## src/rtl/lcd_pkg.sv

```systemverilog
// Shared definitions for the LCD page scheduler: row/page widths, the blank
// row pattern and the scheduler state encoding.
package lcd_pkg;
  localparam int ROW_W  = 128;
  localparam int PAGE_W = 256;
  localparam int PTR_W  = 2;

  localparam logic [ROW_W-1:0] BLANK_ROW = {16{8'h20}};

  typedef enum logic [1:0] {
    IDLE   = 2'd0,
    SWITCH = 2'd1,
    SHOW   = 2'd2
  } state_e;
endpackage

```

## src/rtl/lcd_page_sched_rr_pick.sv

```systemverilog
// Combinational round-robin picker: first requester after 'last', wrapping,
// with client 0 forced when force0 and req[0] are both set.
module rr_pick
  import lcd_pkg::*;
#(
  parameter int N_CLI = 4
) (
  input  logic [N_CLI-1:0] req,
  input  logic [PTR_W-1:0] last,
  input  logic             force0,
  output logic [PTR_W-1:0] idx,
  output logic             valid
);

  always_comb begin
    idx   = '0;
    valid = 1'b0;
    if (force0 && req[0]) begin
      idx   = '0;
      valid = 1'b1;
    end else begin
      // Scan farthest offset first so the nearest requester is the last write.
      for (int k = N_CLI; k >= 1; k--) begin
        if (req[(int'(last) + k) % N_CLI]) begin
          idx   = PTR_W'((int'(last) + k) % N_CLI);
          valid = 1'b1;
        end
      end
    end
  end

endmodule

```

## src/rtl/lcd_page_sched.sv

```systemverilog
// Time-shares a 16x2 character LCD between up to four page clients with
// dwell-based rotation, request-drop switching and urgent preemption by client 0.
module lcd_page_sched
  import lcd_pkg::*;
#(
  parameter int N_CLI = 4,
  parameter int DWELL = 3
) (
  input  logic                    clk,
  input  logic                    rst,
  input  logic                    tick,
  input  logic [N_CLI-1:0]        req,
  input  logic                    urgent,
  input  logic [N_CLI*PAGE_W-1:0] page_in,
  output logic [ROW_W-1:0]        row1_val,
  output logic [ROW_W-1:0]        row2_val,
  output logic [N_CLI-1:0]        gnt,
  output logic                    page_sw,
  output state_e                  state_dbg
);

  localparam logic [7:0]       DWELL_L = 8'(DWELL);
  localparam logic [N_CLI-1:0] ONE_L   = {{(N_CLI-1){1'b0}}, 1'b1};

  // Handshake: none; req/urgent are level requests sampled every cycle, and
  // gnt is a registered one-hot that only changes on SWITCH->SHOW or to idle.
  state_e             state_q, state_d;
  logic [N_CLI-1:0]   gnt_q, gnt_d;
  logic               page_sw_q, page_sw_d;
  logic [ROW_W-1:0]   row1_q, row1_d, row2_q, row2_d;
  logic [7:0]         dwell_q, dwell_d;
  logic [PTR_W-1:0]   last_q, last_d;
  logic [PTR_W-1:0]   cur_q, cur_d;

  logic               force0;
  logic [PTR_W-1:0]   pick_idx;
  logic               pick_vld;
  logic               others;
  logic               hold0;
  logic [7:0]         dwell_inc;
  logic               expired;

  assign force0 = urgent & req[0];
  assign others = |(req & ~gnt_q);
  assign hold0  = force0 && (cur_q == '0);

  // Saturating increment keeps the counter at DWELL while urgent holds client 0.
  assign dwell_inc = (tick && (dwell_q < DWELL_L)) ? dwell_q + 8'd1 : dwell_q;
  assign expired   = (dwell_inc >= DWELL_L);

  rr_pick #(.N_CLI(N_CLI)) u_pick (
    .req    (req),
    .last   (last_q),
    .force0 (force0),
    .idx    (pick_idx),
    .valid  (pick_vld)
  );

  always_comb begin
    state_d   = state_q;
    gnt_d     = gnt_q;
    page_sw_d = 1'b0;
    row1_d    = row1_q;
    row2_d    = row2_q;
    dwell_d   = dwell_q;
    last_d    = last_q;
    cur_d     = cur_q;

    case (state_q)
      IDLE: begin
        gnt_d  = '0;
        row1_d = BLANK_ROW;
        row2_d = BLANK_ROW;
        if (|req) state_d = SWITCH;
      end

      SWITCH: begin
        if (pick_vld) begin
          state_d   = SHOW;
          gnt_d     = ONE_L << pick_idx;
          page_sw_d = 1'b1;
          dwell_d   = 8'd0;
          last_d    = pick_idx;
          cur_d     = pick_idx;
        end else begin
          state_d = IDLE;
          gnt_d   = '0;
          row1_d  = BLANK_ROW;
          row2_d  = BLANK_ROW;
        end
      end

      SHOW: begin
        if (!(|req)) begin
          state_d = IDLE;
          gnt_d   = '0;
          row1_d  = BLANK_ROW;
          row2_d  = BLANK_ROW;
          dwell_d = 8'd0;
        end else begin
          row1_d = page_in[int'(cur_q)*PAGE_W + ROW_W +: ROW_W];
          row2_d = page_in[int'(cur_q)*PAGE_W +: ROW_W];
          // A dropped grant or an urgent request wins over any coincident tick.
          if ((force0 && (cur_q != '0)) || !req[cur_q]) begin
            state_d = SWITCH;
          end else if (hold0) begin
            dwell_d = dwell_inc;
          end else if (expired) begin
            if (others) state_d = SWITCH;
            else        dwell_d = 8'd0;
          end else begin
            dwell_d = dwell_inc;
          end
        end
      end

      default: state_d = IDLE;
    endcase
  end

  always_ff @(posedge clk or negedge rst) begin
    if (!rst) begin
      state_q   <= IDLE;
      gnt_q     <= '0;
      page_sw_q <= 1'b0;
      row1_q    <= BLANK_ROW;
      row2_q    <= BLANK_ROW;
      dwell_q   <= 8'd0;
      last_q    <= PTR_W'(N_CLI - 1);
      cur_q     <= '0;
    end else begin
      state_q   <= state_d;
      gnt_q     <= gnt_d;
      page_sw_q <= page_sw_d;
      row1_q    <= row1_d;
      row2_q    <= row2_d;
      dwell_q   <= dwell_d;
      last_q    <= last_d;
      cur_q     <= cur_d;
    end
  end

  assign row1_val  = row1_q;
  assign row2_val  = row2_q;
  assign gnt       = gnt_q;
  assign page_sw   = page_sw_q;
  assign state_dbg = state_q;

endmodule

```

## config.mk

```make
export PLATFORM = sky130hd
export DESIGN_NAME = lcd_page_sched
export DESIGN_NICKNAME = d
export VERILOG_FILES = /design/src/rtl/lcd_pkg.sv /design/src/rtl/lcd_page_sched_rr_pick.sv /design/src/rtl/lcd_page_sched.sv
export SDC_FILE = /design/constraint.sdc
export NUM_CORES = 1
export LEC_CHECK = 0
export CAP_MARGIN = 20
export CORE_AREA = 2 2 501 503
export DETAILED_ROUTE_END_ITERATION = 8
export DIE_AREA = 0 0 503 505
export GPL_TIMING_DRIVEN = 1
export HOLD_SLACK_MARGIN = 0.08
export PLACE_DENSITY = 0.3
export REMOVE_ABC_BUFFERS = 1
export SYNTH_ARGS = -nofsm -noshare
export SYNTH_HDL_FRONTEND = slang
export SYNTH_SLANG_ARGS = --single-unit
```

## constraint.sdc

```tcl
create_clock -name clk -period 3.03 [get_ports clk]
set_clock_uncertainty 0.05 [all_clocks]
set_input_delay 0.303 -clock clk [delete_from_list [all_inputs] [get_ports clk]]
set_output_delay 0.303 -clock clk [all_outputs]
set_load 0.005 [all_outputs]
```

==> results.md, run 1 <==
- Gr usage total: 0.134
- Crit path max fanout: between 100 and 150
- Max Cap Viol: 0
- H-tree depth: 2
- Sink Count: about 280
- Tcrit/Tclk final: 0.786
- PortBufs: 1294
- Vias per cell: about 3.0
- Largest family of logic cells by synthesized area: multiplexers
- Post-route ant nets: 0
- Unrepaired setup endpoints after global routing: no
- Pre-CTS setup slack: roughly 0.25 ns
- Count leader, synth: mux4_2
- Largest net degree at the start of global routing: 113
- Post-synthesis cell area: around 0.016 sq mm
- Final hold viol count: 0
- Power per cell area: between 800 and 900 mW/mm^2
- Dominant cell type by area after synthesis: dfrtp_1
- Worst endpoint required time: 3.47 ns
- Worst stage delay on the critical path: around 0.73 ns
- Avg Cell Area, Syn: ~16 sq um
- Crit path capture type: flip-flop
- CTS Buffer Depth: 3
- Post-synth EDFFs: 0
- Site row count: ~180
- Slew at the pin closest to its max-slew limit: roughly 1 ns
- Total power: about 30 mW
- Setup violators final: 0
- Post-DP HPWL: roughly 160000 um
- Number of fill cells: around 28k
- GRT overflow: 0
- First-pass GRT wire length: 216000 um
- Worst setup margin: 0.649 ns
- Worst Setup Start Kind: input pin
- Routability Congestion: 0.868
- Number of CTS-inserted buffers: 41
- Slew Viols, Final: 0
- Vias in the first global route: about 18k
- WL per Instance: 31.2 um
- Post-CTS Setup Inserts: 0
- Seq/Total Area, Yosys: 0.431
- Layout cells sized above 1: 0.187
- Total Wirelength: around 180000 um
- Tmin final: approximately 2.4 ns
- I/O pins: between 1k and 1.5k
- Iter 0 DRT Violations: roughly 1.1k
- Top cells by area, synth: dfrtp_1 38%, mux4_2 36%, a22o_1 12%
- CP Cell Sequence: clkdlybuf4s50_1 -> or4_1 -> o21a_4 -> buf_12 -> a22o_1
- Register area: 0.00693 sq mm
- Ys async rst share: 1.00
- Primary FF master, synth: dfrtp_1
- Simple-Gate Fraction of Synth Area: 0.0143
- Initial Util: 0.0647
- Initial antenna violation count: around 130
- Reg clk slew, reported paths: 0.05 ns
- Core area: 0.248 sq mm
- Post-synthesis compound-gate area fraction: 0.153
- Die W: between 500 and 600 um
- Root buffer cell: clkbuf_16
- Fraction of synthesized area in multiplexers: 0.361
- Xor/xnor share of the synthesized area: 0
- Max_slew headroom: 0.335
- Yosys cell types: 40
- Vias post-DR: 16.8k
- Multi-input gate area: 0.00852 sq mm
- Die area: about 0.25 sq mm
- Syn. warnings: 0
- Post-synthesis register bit count: between 200 and 300
- Leak pwr: approximately 12 nW
- Nets@finish: roughly 3.3k
- DRT Pass-1 Iters: 4
- Max VDD drop: between 0.3 and 0.4 mV
- Critical path class: in2reg
- Synthesized-area fraction occupied by adder cells: 0.000779
- Chip Height: just over 500 um
- Yosys top cell area share: 0.375
- Max Fclk: ~0.42 GHz
- CTS tree: built
- WP data arrival: 2.83 ns
- Top cells by count, synth: 257 x mux4_2, 241 x dfrtp_1, 227 x a22o_1, 65 x clkbuf_1, 34 x dfstp_2
- Worst skew pair latency: ~0.62 ns
- CP max stage cell: or4_1
- Status: completed
- Hold Crit Class: in2async
- Area growth from synthesis to layout: 117%
- DRC viols: 0
- Gate Count Post-Synth: approximately 1000
[critical path, delay by kind of cell]
kind / cells / cell delay (ns)
AND/OR/NAND/NOR: 1 / 0.73
AO/OA/AOI/OAI: 2 / 0.76
buffers and inverters: 2 / 0.69
[cell families after synthesis]
logic type,after synthesis
compound gates,285
flops,275
mux,258
buf+inv,121
simple gates,40
fa+ha+maj,1
[registers in the layout, indices dropped and copies added, names as in the netlist]
name	flops
last_q	2
row1_val	128
dwell_q	8
state_dbg	2
row2_val	128
gnt	4
page_sw	1
cur_q	2
[final cells by class]
class                   count  share of cell area
diodes                     36             0.00258
clock buffers              59              0.0342
clock inverters            17             0.00813
inverters                   5            0.000537
multi-input cells         584               0.244
flip-flops and latches    275               0.198
well taps                3330               0.119
repair buffers           1360               0.393
[where the power goes]
group	switching (mW)	total [mW]	internal, mW
clock network	2.07	5.42	3.35
logic	8.61	17.4	8.83
registers	1.52	7.16	5.65
[layer usage]
metal	vias to the layer above	GRT usage	routed length (um)	share of wire
met1	8525	0.138	61700	0.35
met3	229	0.0886	27100	0.15
met2	1061	0.226	84600	0.48
met5	-	0	734	0.0041
li1	6917	-	-	-
met4	110	0.0231	2910	0.016
[worst paths after layout]
kind | to | cells past startpoint | start | slack [ns]
max | row2_val[41]$_DFFE_PN0P_ | 5 | req[1] | 0.65
min | row2_val[79]$_DFFE_PN0P_ | 2 | rst | 0.21
max reg2reg | row2_val[63]$_DFFE_PN0P_ | 4 | cur_q[0]$_DFFE_PN0P_ | 0.82
min reg2reg | dwell_q[6]$_DFFE_PN0P_ | 1 | dwell_q[6]$_DFFE_PN0P_ | 0.44
max in group asynchronous | row1_val[80]$_DFFE_PN0P_ | 3 | rst | 1.76
min in group clk | dwell_q[6]$_DFFE_PN0P_ | 1 | dwell_q[6]$_DFFE_PN0P_ | 0.44
[cell usage in the layout (no fill, tap or decap), drive strengths merged, types with 3 or more instances in the layout]
cell type and count:
clkdlybuf4s50 1293, bufinv 7, dfrtp 241, nand2b 6, a22o 227, o22a 32
diode 36, inv 8, o21ai 4, a21oi 3, and2 6, clkinvlp 4
clkinv 3, mux4 257, buf 66, a21o 5, nand2 7, dfstp 34
clkbuf 59, nor2 8
[stage by stage]
stage | utilization | setup TNS [ns] | instances | hold WS, ns | cell area (sq um)
after global placement | 0.134 | 0 | 5553 | 0.294 | 33300
after floorplan | - | -2083.24 | 864 | -0.0426 | 15400
final | 0.141 | 0 | 5666 | 0.212 | 34900
after detailed placement | 0.134 | 0 | 5553 | 0.288 | 33300
after global routing | 0.140 | 0 | 5633 | 0.215 | 34800
after CTS | 0.140 | 0 | 5630 | 0.186 | 34800
[repair_timing]
| item | in CTS | in global routing |
|---|---|---|
| resized for setup | 0 | 0 |
| endpoints found under the hold margin | 56 | 0 |
| hold buffers | 1 | 0 |
| endpoints found under the setup margin | 0 | 0 |
Note: power is estimated with default switching activity, not from simulation.
==> run 2: changes to the inputs <==
- clock period: 3.03 -> 2.2 ns (I/O delays scaled with it)
==> results.md, run 2 (same netlist as run 1, synthesis figures left out) <==
- Status: completed
- Initial Util: 0.0647
- Tmin final: 2.08 ns
- Layout cells sized above 1: 0.218
- Max Fclk: 0.480 GHz
- Crit path max fanout: 2
- Total Wirelength: 177000 um
- Nets@finish: 3372
- I/O pins: roughly 1.3k
- DRC viols: 0
- Leak pwr: between 10 and 15 nW
- First-pass GRT wire length: approximately 220000 um
- Final Util: 0.143
- Final hold viol count: 0
- DRT met1 WL: a little over 60000 um
- Worst stage delay on the critical path: between 0.6 and 0.7 ns
- WP data arrival: ~1.8 ns
- Power per cell area: 1180 mW/mm^2
- WL per Instance: about 31 um
- Setup crit end: row2_val[77]
- CTS tree: built
- Gr usage total: 0.134
- Die W: between 500 and 600 um
- Core area: about 0.25 sq mm
- Vias post-DR: 17.2k
- Die area: about 0.25 sq mm
- CP top delay family: buffers and inverters
- Crit path capture type: output pin
- Hold Crit Class: in2reg
- Met2 WL: ~84000 um
- Number of fill cells: 27.9k
- Worst Setup SP: row2_val[77]$_DFFE_PN1P_
- Initial antenna violation count: ~140
- Worst endpoint required time: roughly 1.9 ns
- Reg clk slew, reported paths: roughly 0.060 ns
- Vias in the first global route: between 15k and 20k
- Unrepaired setup endpoints after global routing: no
- Site row count: between 150 and 200
- Slew at the pin closest to its max-slew limit: 0.556 ns
- Vias per cell: 3.00
- Most frequent cells in the layout: 1253 x clkdlybuf4s50_1, 257 x mux4_2, 239 x dfrtp_1
- Setup violators final: 0
- Area growth from synthesis to layout: 121%
- Worst Hold Depth: 3
- Post-route ant nets: 0
- Max VDD drop: between 0.4 and 0.5 mV
- Worst skew pair latency: a little over 0.6 ns
- Post-CTS Setup Inserts: 0
- WL met3: 29400 um
- CP max stage cell: clkdlybuf4s50_1
- Reg2Reg Depth: 4
- Highest Signal Layer: met5
- Final hold slack: 0.356 ns
- PortBufs: approximately 1.3k
- Final TNS setup: 0 ns
- R2r setup slk: around 0.13 ns
- Routability Congestion: between 0.8 and 0.9
- Worst R2R Start: cur_q[0]$_DFFE_PN0P_
- Root buffer cell: clkbuf_16
- Critical path class: reg2out
- Max Cap Viol: 0
- Worst Setup Start Kind: flip-flop
- Crit Reg-Reg Endpoint: row2_val[54]$_DFFE_PN0P_
- Crit path depth: 1
- Number of CTS-inserted buffers: 38
- Most common cell after layout, fill and taps aside: clkdlybuf4s50_1
- Post-DP HPWL: around 160000 um
- GRT overflow: 0
- Total power: 41.8 mW
- Largest net degree at the start of global routing: 53
- Iter 0 DRT Violations: between 1k and 1.5k
- Buf/Inv on CP: 1
- Tcrit/Tclk final: 0.947
- CP Cell Sequence: clkdlybuf4s50_1
- Max_slew headroom: 0.631
- DRT Pass-1 Iters: 5
- Sink Count: roughly 280
- H-tree depth: 2
- CTS Buffer Depth: 3
- Slew Viols, Final: 0
- Chip Height: approximately 500 um
-- run 2: cell types whose count changed in the layout (fill, tap and decap cells not counted), sizes merged, moves of 3 or more --
cell / before / now
buf: 66 / 157
clkbuf: 59 / 48
clkdlybuf4s50: 1293 / 1253
clkinv: 3 / 8
clkinvlp: 4 / 1
dlygate4sd2: 0 / 22
-- run 2: where the power goes --
group	switching, mW	internal (mW)	total (mW)
Clock	2.77	4.18	6.96
Combinational	12.1	12.9	25.0
Sequential	2.07	7.78	9.85
Total	16.9	24.8	41.8
-- run 2: what timing repair did --
action / CTS / global route
resized for setup: 22 / 1
endpoints found under the hold margin: 272 / 0
setup endpoints to repair: 22 / 1
hold buffers: 2 / 0
-- run 2: worst min-delay path by stage --
stage	from	to	slack [ns]
3_3_place_gp	rst	row2_val[70]$_DFFE_PN0P_	0.15
2_1_floorplan	rst	cur_q[0]$_DFFE_PN0P_	-0.13
3_5_place_dp	rst	row2_val[70]$_DFFE_PN0P_	0.15
5_1_grt	page_in[624]	row2_val[112]$_DFFE_PN0P_	0.33
4_1_cts	page_in[226]	row1_val[98]$_DFFE_PN0P_	0.28
6_report	page_in[226]	row1_val[98]$_DFFE_PN0P_	0.36
-- run 2: worst reg2reg max path: stages (launching register included) --
cell and delay, ns:
dfrtp_4 0.49, buf_12 0.24, buf_12 0.35, mux4_2 0.62
a22o_1 0.21
-- run 2: layout make-up --
cell class,count,area (sq um),share of cell area
clock inverter,20,310,0.00875
inverter,5,18.8,0.000529
sequential,275,6930,0.195
timing repair buffer,1435,14400,0.406
tap,3330,4170,0.117
clock buffer,48,1040,0.0293
multi-input combinational,584,8520,0.240
antenna,36,90.1,0.00254
-- run 2: metal layers --
metal	GRT usage	up-vias
li1	-	7048
met1	0.140	8667
met5	0	-
met4	0.0216	114
met3	0.0902	242
met2	0.225	1125
-- run 2: stage by stage --
stage / cell area [sq um] / worst slack [ns] / cells
after floorplan: 15400 / -9.43 / 864
final: 35500 / 0.116 / 5733
after global placement: 34000 / -0.207 / 5627
after global routing: 35400 / 0.00418 / 5700
after CTS: 35400 / 0.00333 / 5697
after detailed placement: 34000 / -0.196 / 5627
